[config.mk]
export PLATFORM = sky130hd
export DESIGN_NAME = car_button_conditioner_flat
export DESIGN_NICKNAME = d
export VERILOG_FILES = /design/src/rtl/car_button_conditioner_if.sv /design/src/rtl/car_button_conditioner.sv /design/src/flat_wrapper.sv
export SDC_FILE = /design/constraint.sdc
export NUM_CORES = 1
export LEC_CHECK = 0
export CELL_PAD_IN_SITES_DETAIL_PLACEMENT = 0
export CELL_PAD_IN_SITES_GLOBAL_PLACEMENT = 1
export CORE_MARGIN = 10
export CORE_UTILIZATION = 49
export CTS_CLUSTER_SIZE = 16
export DETAILED_ROUTE_END_ITERATION = 10
export PLACE_DENSITY_LB_ADDON = 0.05
export SKIP_LAST_GASP = 1
export SYNTH_ARGS = -nofsm -noshare
export SYNTH_HDL_FRONTEND = slang
export SYNTH_SLANG_ARGS = --single-unit
[constraint.sdc]
create_clock -name clk -period 2.5 [get_ports clk]
set_input_delay 0.25 -clock clk [delete_from_list [all_inputs] [get_ports clk]]
set_output_delay 0.25 -clock clk [all_outputs]
set_load 0.01 [all_outputs]
[src/rtl/car_button_conditioner_if.sv]
// -----------------------------------------------------------------------------
// car_button_conditioner_if
//
// Purpose:
//   Groups the pushbutton signals that travel between the raw board inputs and
//   the crossroad display logic. The conditioner consumes the raw levels and
//   produces the debounced level plus a one-clock press strobe per button.
//
// Parameters:
//   NUM_BTN   number of button channels (bit 0=a1, 1=a2, 2=b1, 3=b2,
//             4=status change, 5=car-to-cross-if-green)
//
// Signals:
//   btn_raw    raw pushbutton levels, asynchronous to clk, active-high
//   btn_level  debounced level per button
//   btn_pulse  one-clock strobe per accepted press
//
// Modports:
//   master  drives btn_raw, observes btn_level / btn_pulse (board / bench side)
//   slave   the conditioner itself
// -----------------------------------------------------------------------------
interface car_button_conditioner_if #(
   parameter int NUM_BTN = 6
);
   logic [NUM_BTN-1:0] btn_raw;
   logic [NUM_BTN-1:0] btn_level;
   logic [NUM_BTN-1:0] btn_pulse;

   modport master (
      output btn_raw,
      input  btn_level,
      input  btn_pulse
   );

   modport slave (
      input  btn_raw,
      output btn_level,
      output btn_pulse
   );
endinterface

[src/rtl/car_button_conditioner.sv]
// -----------------------------------------------------------------------------
// car_button_conditioner
//
// Purpose:
//   Input stage of the crossroad display. Each raw, bouncing pushbutton is
//   passed through a 2-flop synchroniser and a per-channel debounce FSM. An
//   accepted press raises the debounced level and emits a single-cycle strobe
//   in the same cycle; releases only lower the level. Channels are fully
//   independent copies of the same logic.
//
// Parameters:
//   NUM_BTN               number of button channels
//   DEBOUNCE_CYCLES       consecutive stable synced samples needed to accept a
//                         level change (>= 1)
//   REPEAT_DELAY_CYCLES   press-to-first-repeat hold time (auto-repeat build)
//   REPEAT_PERIOD_CYCLES  interval between later repeats (auto-repeat build)
//
// Ports:
//   clk     system clock
//   rst     asynchronous, active-low reset (0 = reset); release is already
//           synchronised to clk outside this block
//   btn_if  slave side of car_button_conditioner_if
//             btn_raw   (in)  raw levels, asynchronous, active-high
//             btn_level (out) registered debounced level
//             btn_pulse (out) registered one-clock press strobe
//
// Build option:
//   CAR_BTN_AUTOREPEAT_EN  when defined, holding a button in the pressed state
//                          emits a repeat strobe after REPEAT_DELAY_CYCLES and
//                          then every REPEAT_PERIOD_CYCLES. When undefined no
//                          repeat logic exists and each press strobes once.
//
// Timing (raw rises before clock edge 0 and stays high):
//   edge 0 -> s1, edge 1 -> s2, edge 2 -> PRESS_WAIT with cnt=1,
//   edge DEBOUNCE_CYCLES+2 -> PRESSED, btn_pulse and btn_level registered high.
//   Releases mirror this: btn_level falls DEBOUNCE_CYCLES+2 edges after raw.
// -----------------------------------------------------------------------------
module car_button_conditioner #(
   parameter int NUM_BTN              = 6,
   parameter int DEBOUNCE_CYCLES      = 1_000_000,
   parameter int REPEAT_DELAY_CYCLES  = 50_000_000,
   parameter int REPEAT_PERIOD_CYCLES = 20_000_000
) (
   input  logic                     clk,
   input  logic                     rst,
   car_button_conditioner_if.slave  btn_if
);

   // Elaboration-time sanity checks on the configuration.
   if (DEBOUNCE_CYCLES < 1) begin : g_bad_debounce
      $error("car_button_conditioner: DEBOUNCE_CYCLES must be >= 1");
   end
   if (REPEAT_DELAY_CYCLES < 1 || REPEAT_PERIOD_CYCLES < 1) begin : g_bad_repeat
      $error("car_button_conditioner: repeat delay/period must be >= 1");
   end

   typedef enum logic [1:0] {
      IDLE,
      PRESS_WAIT,
      PRESSED,
      RELEASE_WAIT
   } state_t;

   // The counter never needs to exceed DEBOUNCE_CYCLES: each WAIT state is
   // left on reaching it, so no wrap protection is needed.
   localparam int                CNT_W   = $clog2(DEBOUNCE_CYCLES + 1);
   localparam logic [CNT_W-1:0]  CNT_MAX = CNT_W'(DEBOUNCE_CYCLES);
   localparam logic [CNT_W-1:0]  CNT_ONE = CNT_W'(1);

`ifdef CAR_BTN_AUTOREPEAT_EN
   localparam int RPT_MAX = (REPEAT_DELAY_CYCLES > REPEAT_PERIOD_CYCLES) ?
                            REPEAT_DELAY_CYCLES : REPEAT_PERIOD_CYCLES;
   localparam int                RPT_W           = $clog2(RPT_MAX + 1);
   localparam logic [RPT_W-1:0]  RPT_ONE         = RPT_W'(1);
   // Compare against "last value before the hit" so the strobe is registered
   // exactly REPEAT_DELAY_CYCLES / REPEAT_PERIOD_CYCLES edges after the
   // previous one.
   localparam logic [RPT_W-1:0]  RPT_DELAY_LAST  = RPT_W'(REPEAT_DELAY_CYCLES - 1);
   localparam logic [RPT_W-1:0]  RPT_PERIOD_LAST = RPT_W'(REPEAT_PERIOD_CYCLES - 1);
`endif

   logic [NUM_BTN-1:0] level_vec;
   logic [NUM_BTN-1:0] pulse_vec;

   for (genvar i = 0; i < NUM_BTN; i++) begin : g_ch

      logic             s1;
      logic             s2;
      state_t           state_q;
      state_t           state_d;
      logic [CNT_W-1:0] cnt_q;
      logic [CNT_W-1:0] cnt_d;
      logic             pulse_q;
      logic             pulse_d;
      logic             level_q;
      logic             level_d;

`ifdef CAR_BTN_AUTOREPEAT_EN
      logic [RPT_W-1:0] rpt_q;
      logic [RPT_W-1:0] rpt_d;
      // Cleared until the first repeat; afterwards the period applies.
      logic             rpt_armed_q;
      logic             rpt_armed_d;
      logic             rpt_hit;

      assign rpt_hit = rpt_armed_q ? (rpt_q == RPT_PERIOD_LAST)
                                   : (rpt_q == RPT_DELAY_LAST);
`endif

      // ---- synchroniser stage: raw -> s1 -> s2 ----
      always_ff @(posedge clk or negedge rst) begin
         if (!rst) begin
            s1 <= 1'b0;
            s2 <= 1'b0;
         end else begin
            s1 <= btn_if.btn_raw[i];
            s2 <= s1;
         end
      end

      // ---- debounce FSM state / output registers ----
      always_ff @(posedge clk or negedge rst) begin
         if (!rst) begin
            state_q     <= IDLE;
            cnt_q       <= '0;
            pulse_q     <= 1'b0;
            level_q     <= 1'b0;
`ifdef CAR_BTN_AUTOREPEAT_EN
            rpt_q       <= '0;
            rpt_armed_q <= 1'b0;
`endif
         end else begin
            state_q     <= state_d;
            cnt_q       <= cnt_d;
            pulse_q     <= pulse_d;
            level_q     <= level_d;
`ifdef CAR_BTN_AUTOREPEAT_EN
            rpt_q       <= rpt_d;
            rpt_armed_q <= rpt_armed_d;
`endif
         end
      end

      always_comb begin
         state_d     = state_q;
         cnt_d       = cnt_q;
         pulse_d     = 1'b0;
         level_d     = level_q;
`ifdef CAR_BTN_AUTOREPEAT_EN
         rpt_d       = rpt_q;
         rpt_armed_d = rpt_armed_q;
`endif
         case (state_q)
            IDLE: begin
               if (s2) begin
                  state_d = PRESS_WAIT;
                  cnt_d   = CNT_ONE;
               end
            end

            PRESS_WAIT: begin
               if (!s2) begin
                  // Too short to be a press: drop it silently.
                  state_d = IDLE;
                  cnt_d   = '0;
               end else if (cnt_q == CNT_MAX) begin
                  state_d = PRESSED;
                  cnt_d   = '0;
                  pulse_d = 1'b1;
                  level_d = 1'b1;
               end else begin
                  cnt_d = cnt_q + CNT_ONE;
               end
            end

            PRESSED: begin
               if (!s2) begin
                  // Repeat counter holds its value while the release is
                  // being qualified, so a release bounce resumes the cadence.
                  state_d = RELEASE_WAIT;
                  cnt_d   = CNT_ONE;
               end
`ifdef CAR_BTN_AUTOREPEAT_EN
               else if (rpt_hit) begin
                  pulse_d     = 1'b1;
                  rpt_d       = '0;
                  rpt_armed_d = 1'b1;
               end else begin
                  rpt_d = rpt_q + RPT_ONE;
               end
`endif
            end

            RELEASE_WAIT: begin
               if (s2) begin
                  // Release bounce: back to pressed with no new strobe.
                  state_d = PRESSED;
                  cnt_d   = '0;
               end else if (cnt_q == CNT_MAX) begin
                  state_d     = IDLE;
                  cnt_d       = '0;
                  level_d     = 1'b0;
`ifdef CAR_BTN_AUTOREPEAT_EN
                  rpt_d       = '0;
                  rpt_armed_d = 1'b0;
`endif
               end else begin
                  cnt_d = cnt_q + CNT_ONE;
               end
            end

            default: begin
               state_d = IDLE;
               cnt_d   = '0;
               level_d = 1'b0;
            end
         endcase
      end

      assign level_vec[i] = level_q;
      assign pulse_vec[i] = pulse_q;
   end

   assign btn_if.btn_level = level_vec;
   assign btn_if.btn_pulse = pulse_vec;

endmodule
[src/flat_wrapper.sv]
// flat-port wrapper written by rule: the top's interface ports become plain ports
module car_button_conditioner_flat 
#(
   parameter int NUM_BTN              = 6,
   parameter int DEBOUNCE_CYCLES      = 1_000_000,
   parameter int REPEAT_DELAY_CYCLES  = 50_000_000,
   parameter int REPEAT_PERIOD_CYCLES = 20_000_000
)
  (clk, rst, btn_if_btn_raw, btn_if_btn_level, btn_if_btn_pulse);
  car_button_conditioner_if #(.NUM_BTN(NUM_BTN)) btn_if_i ();
  input  logic clk;
  input  logic rst;
  input wire logic [$bits(btn_if_i.btn_raw)-1:0] btn_if_btn_raw;
  output wire logic [$bits(btn_if_i.btn_level)-1:0] btn_if_btn_level;
  output wire logic [$bits(btn_if_i.btn_pulse)-1:0] btn_if_btn_pulse;
  assign btn_if_i.btn_raw = btn_if_btn_raw;
  assign btn_if_btn_level = btn_if_i.btn_level;
  assign btn_if_btn_pulse = btn_if_i.btn_pulse;
  car_button_conditioner #(.NUM_BTN(NUM_BTN), .DEBOUNCE_CYCLES(DEBOUNCE_CYCLES), .REPEAT_DELAY_CYCLES(REPEAT_DELAY_CYCLES), .REPEAT_PERIOD_CYCLES(REPEAT_PERIOD_CYCLES)) u_core (.clk(clk), .rst(rst), .btn_if(btn_if_i));
endmodule
==> summary.txt, run 1 <==
Final cell count without fillers - 1138
Final ANT Viol Nets - 0
Starting Density - 0.4997
Slew @ Worst Pin - 0.7063 ns
Switching power - 1.420 mW
Net Sw Frac - 0.2404
Register area - 0.003904 mm2
DIE AREA - 0.02251 mm2
Crit path buf inv count - 0
Footprint of the multi-input gates - 0.003986 mm2
Longest Clk Path Bufs - 2
Syn Area/Cell - 9.167 um2
Nets - 926
Grt ovf - 0
Final GP Congestion - 0.8162
Worst-path fanout max - 7
Power per cell area - 638.6 mW/mm2
Via Count - 6831
Hold Fails Final Rpt - 0
Count leader, synth - dfrtp_1
Finish-stage setup viols - 0
F_max - 0.4569 GHz
Initial DRT Pass Iterations - 6
Internal power - 4.487 mW
Commonest cells in the synthesized netlist - dfrtp_1 (156), nand2_1 (107), a31oi_1 (96), a21oi_1 (65), nand3_1 (56)
CTS Sinks - 156
Cell variety after synth - 67
Placed cells - 1106
Maxcap violations - 0
Syn nets - 924
Area after DPL - 0.008612 mm2
Cell taking the most area after synthesis - dfrtp_1
Syn Inst Count - 904
Top-area cell type share of the netlist area - 0.4711
Post-Route WL - 17780 um
IO buf count - 19
Crit start category - flip-flop
Ys flop type - dfrtp_1
Total GRT Usage - 0.1609
Leakage - 3.835 nW
Combinational share of power - 0.073
Antenna Cells - 0
WS Path Type - reg -> reg
Post-synthesis sequential area ratio - 0.4711
Clk_lat worst skew - 0.42 ns
Crit-path slowest cell - or4b_1
Worst Path Required - 2.80 ns
CTS tree - yes
Crit path DAT - 2.49 ns
Via/cell ratio - 6.003
First-pass GRT wire length - 30330 um
Post-Route Skew - 0.007661 ns
RSZ-0062 raised after global routing - false
Layout fillers - 1475
Initial DRC count - 505
Async set or reset register ratio after synthesis - 1.000
Clk root buf - clkbuf_16
Setup TNS - 0 ns
Setup Buffers After CTS - 0
H-tree depth - 4
Chip width - 150.0 um
Layout area overhead - 11.64%
Period minus WS final - 2.189 ns
Mapped cell area - 0.008287 mm2
Sequential Power Share - 0.472
DRC Markers - 0
Min-delay worst type - in -> reg
Fin crit share - 0.8755
Core Area - 0.01658 mm2
Inserted Clock Buffers - 17
Drt wl/cell - 15.62 um
Synth area leaders - dfrtp_1 (47%), a31oi_1 (7.2%), nand2_1 (4.8%)
Die H - 150.0 um
Worst reg2reg setup slack - 0.31 ns
Initial antenna violation count - 0
Status - finished, final reports clean
Site Rows - 47
I/O Pins - 20
Worst slew margin - 0.5281
Clk pwr share - 0.454
CP cell instances - or4b_1 -> or4_4 -> o21bai_4 -> o21ai_1 -> a22o_1
Crit. End Element - flip-flop
Peak supply drop - 563.5 uV
Number of synthesis warnings - 0
Number of global-route vias before repair - 6583
Post-route design area - 0.009251 mm2
Clk slew on worst S/H paths - 0.06 ns
Largest net degree at the start of global routing - 66
Flip-flop and latch count after synthesis - 156
Share of layout cells above drive strength 1 - 0.08061
Max Slew Vio Count - 0
Post-DP HPWL - 12000 um
CP top delay family - simple AND/OR/NAND/NOR gates
Post-synth EDFFs - 0
Crit-path max cell delay - 0.58 ns
-- cell families after synthesis --
logic type | count (synthesis) | share of synthesized area
AO/OA/AOI/OAI | 264 | 0.2029
XOR/XNOR | 11 | 0.01163
adder cells (fa/ha/maj) | 12 | 0.01812
buffers and inverters | 88 | 0.05119
AND/OR/NAND/NOR | 366 | 0.2364
multiplexers | 7 | 0.008607
flip-flops | 156 | 0.4711
-- area by class of cell --
cell class | instances | share of cell area
Timing Repair Buffer | 38 | 0.03773
Sequential cell | 156 | 0.4220
Inverter | 33 | 0.01339
Clock buffer | 25 | 0.05464
Multi-Input combinational cell | 660 | 0.4309
Clock inverter | 6 | 0.01163
Tap cell | 220 | 0.02975
-- layer usage --
metal / wire (um) / GRT usage
met1: 8530 / 0.2092
met2: 8357 / 0.2582
met3: 651 / 0.03593
met4: 239 / 0.05782
met5: 0 / 0
-- worst paths after layout --
check / to / cells after the start / start
setup / recovery: u_core.g_ch[1].cnt_q[2] / 5 / u_core.g_ch[1].cnt_q[11]
hold / removal: u_core.g_ch[2].s1 / 1 / btn_if_btn_raw[2]
setup reg to reg: u_core.g_ch[1].cnt_q[2] / 5 / u_core.g_ch[1].cnt_q[11]
hold reg to reg: u_core.g_ch[4].s2 / 0 / u_core.g_ch[4].s1
max in group asynchronous: u_core.g_ch[5].cnt_q[11] / 3 / rst
min in group asynchronous: u_core.g_ch[1].cnt_q[16] / 2 / rst
-- through the flow --
step	worst slack [ns]	hold WS, ns	util	total power [mW]
after floorplan	0.4913	-0.04559	-	3.113
final	0.3113	0.2696	0.5579	5.908
after detailed placement	0.2407	0.1919	0.5193	3.264
after global routing	0.1186	0.2534	0.5579	6.165
after CTS	0.2331	0.2542	0.5569	5.964
after global placement	0.3126	0.1926	0.5193	3.245
-- what timing repair did --
| item | 4_1_cts | 5_1_grt |
|---|---|---|
| endpoints found under the hold margin | 38 | 0 |
| setup endpoints to repair | 0 | 3 |
| hold buffers | 1 | 0 |
| gates resized for setup | 0 | 3 |
-- sequential cells by signal, indices dropped and copies added, names as in the netlist, named ones only --
| register | count |
|---|---|
| u_core.g_ch.cnt_q | 120 |
| u_core.g_ch.level_q | 6 |
| u_core.g_ch.pulse_q | 6 |
| u_core.g_ch.s1 | 6 |
| u_core.g_ch.s2 | 6 |
| u_core.g_ch.state_q | 6 |
-- power by group through the flow --
stage                     Sequential, mW  Combinational [mW]  Clock [mW]
after floorplan                     2.74               0.369           0
after global placement              2.82               0.423           0
after detailed placement            2.83               0.435           0
after CTS                           2.78               0.439        2.74
after global routing                2.81               0.506        2.85
final                               2.79               0.434        2.68
-- cells in the final DEF (no fill, tap or decap), drive strengths merged, types with 20 or more instances in the layout --
master / instances
clkbuf: 25
nand2: 107
nor2: 43
inv: 33
o21ai: 42
nand4: 29
nand3: 56
a31oi: 97
dfrtp: 156
a21oi: 65
nand2b: 23
a41oi: 20
Note: power is estimated with default switching activity, not from simulation.
==> inputs of run 2 (changes only) <==
==> constraint.sdc (replaced) <==
create_clock -name clk -period 2.5 [get_ports clk]
set_input_delay 0.5 -clock clk [delete_from_list [all_inputs] [get_ports clk]]
set_output_delay 0.5 -clock clk [all_outputs]
set_load 0.01 [all_outputs]
==> run 2 against run 1 <==
Compared with the run above: the flow now finishes with violations (hold timing); worst setup slack worse by 0.076 ns; combinational power rose by 0.9%; sequential share of layout area shrank 0.33 points; critical path depth did not move.
==> summary.txt, run 2 (synthesized netlist as in run 1, its figures left out) <==
Status - finished, violations left
Violated checks - hold timing
Crit start category - flip-flop
Site Rows - 47
Maxcap violations - 0
Sequential Power Share - 0.450
Setup ws final - 0.2354 ns
I/O Pins - 20
Initial antenna violation count - 0
Period minus WS final - 2.265 ns
Max Slew Vio Count - 0
Final Core Density - 0.5623
Worst R2R Path Depth - 5
Worst Path Required - 2.85 ns
Register area - 0.003904 mm2
Crit path DAT - 2.61 ns
Footprint of the multi-input gates - 0.003978 mm2
Reg2Reg Capture Point - u_core.g_ch[1].cnt_q[13]
Initial DRT Pass Iterations - 5
Post-route design area - 0.009325 mm2
Layout fillers - 1446
Starting Density - 0.4997
Total GRT Usage - 0.1686
Post-Route WL - 18210 um
Post-Route Skew - 0.007323 ns
Most frequent cells in the layout - dfrtp_1 (156), nand2_1 (107), a31oi_1 (96), a21oi_1 (62), nand3_1 (56)
Inserted Clock Buffers - 17
Combinational share of power - 0.071
Grt ovf - 0
Final ANT Viol Nets - 0
Post-DP HPWL - 12160 um
Hold Fails Final Rpt - 2
Final GP Congestion - 0.7978
Worst slew margin - 0.1992
Internal power - 4.692 mW
Clk slew on worst S/H paths - 0.06 ns
H-tree depth - 4
Area after DPL - 0.008637 mm2
WHS - -0.002361 ns
Switching power - 1.504 mW
Number of flip-flops in the largest register - 120
Core Area - 0.01658 mm2
Peak supply drop - 509.3 uV
Chip width - 150.0 um
Leakage - 3.859 nW
Pre-CTS setup slack - 0.1948 ns
Via/cell ratio - 6.047
IO buf count - 19
Largest net degree at the start of global routing - 57
Initial DRC count - 580
Crit. End Element - flip-flop
Min-delay worst type - in -> async
Clk root buf - clkbuf_16
Setup TNS - 0 ns
DIE AREA - 0.02251 mm2
DRC Markers - 0
Nets - 925
WS Path Type - reg -> reg
F_max - 0.4416 GHz
Slew @ Worst Pin - 1.201 ns
Clk pwr share - 0.479
Number of global-route vias before repair - 6529
Power per cell area - 664.4 mW/mm2
Layout area overhead - 12.53%
Longest Clk Path Bufs - 2
Total power - 6.196 mW
Clk_lat worst skew - 0.43 ns
Fin crit share - 0.9058
RSZ-0062 raised after global routing - false
Worst reg2reg setup slack - 0.24 ns
CTS Sinks - 156
Die H - 150.0 um
CTS tree - yes
Via Count - 6882
Most common cell after layout, fill and taps aside - dfrtp_1
Net Sw Frac - 0.2427
Worst-path fanout max - 30
Share of layout cells above drive strength 1 - 0.08388
Top reg by flops - u_core.g_ch.cnt_q
Drt wl/cell - 16.00 um
First-pass GRT wire length - 31680 um
Antenna Cells - 0
Finish-stage setup viols - 0
==> run 2: changes by cell type in the layout (fill, tap and decap cells not counted), sizes merged <==
cell | previous run | this run
bufinv | 3 | 6
clkbuf | 25 | 18
clkinv | 2 | 3
inv | 33 | 34
dlygate4sd3 | 1 | 0
clkinvlp | 1 | 4
==> run 2: power groups by stage <==
stage,clock (mW),combinational (mW),sequential (mW)
after floorplan,0,0.369,2.74
after global placement,0,0.427,2.82
after detailed placement,0,0.439,2.83
after CTS,3.03,0.442,2.79
after global routing,3.14,0.508,2.81
final,2.97,0.438,2.79
==> run 2: through the flow <==
stage | hold slack [ns] | std cells
after floorplan | 0.2044 | 904
after global placement | 0.3321 | 1106
after detailed placement | 0.3364 | 1106
after CTS | 0.007057 | 1138
after global routing | 0.01654 | 1138
final | -0.002361 | 1138
==> run 2: metal layers <==
metal | part of all wire | wire (um) | global-route usage
met5 | 0 | 0 | 0
met4 | 0.012 | 214 | 0.05491
met3 | 0.040 | 736 | 0.03925
met2 | 0.46 | 8317 | 0.2549
met1 | 0.49 | 8938 | 0.2337
==> run 2: area by class of cell <==
type / count / share of cell area
Clock buffer: 18 / 0.04710
Clock inverter: 14 / 0.02590
Inverter: 33 / 0.01328
Multi-Input combinational cell: 660 / 0.4265
Sequential cell: 156 / 0.4186
Tap cell: 220 / 0.02952
Timing Repair Buffer: 37 / 0.03904
==> run 2: worst max path at each step <==
stage	startpoint	endpoint	slack, ns	depth (start not counted)
floorplan	u_core.g_ch[1].cnt_q[10]	u_core.g_ch[1].cnt_q[3]	0.49	5
global placement	u_core.g_ch[1].cnt_q[10]	u_core.g_ch[1].cnt_q[2]	0.30	5
detailed placement	u_core.g_ch[2].cnt_q[0]	u_core.g_ch[2].cnt_q[7]	0.19	7
CTS	u_core.g_ch[2].cnt_q[0]	u_core.g_ch[2].cnt_q[7]	0.17	7
global route	u_core.g_ch[1].cnt_q[0]	u_core.g_ch[1].cnt_q[10]	0.01	7
finish	flip-flop	u_core.g_ch[1].cnt_q[13]	0.24	5
==> run 2: worst max-delay path, stage by stage, from the launching register on <==
cell     delay [ns]
dfrtp_1        0.42
xor2_1         0.31
nand2_1        0.13
a21oi_2        0.88
o21ai_0        0.23
a31oi_1        0.22
==> run 2: repair_timing <==
| item | in CTS | in global routing |
|---|---|---|
| setup buffers | 0 | 0 |
| setup endpoints to repair | 0 | 8 |
| gates resized for setup | 0 | 1 |
| hold buffers | 0 | 0 |
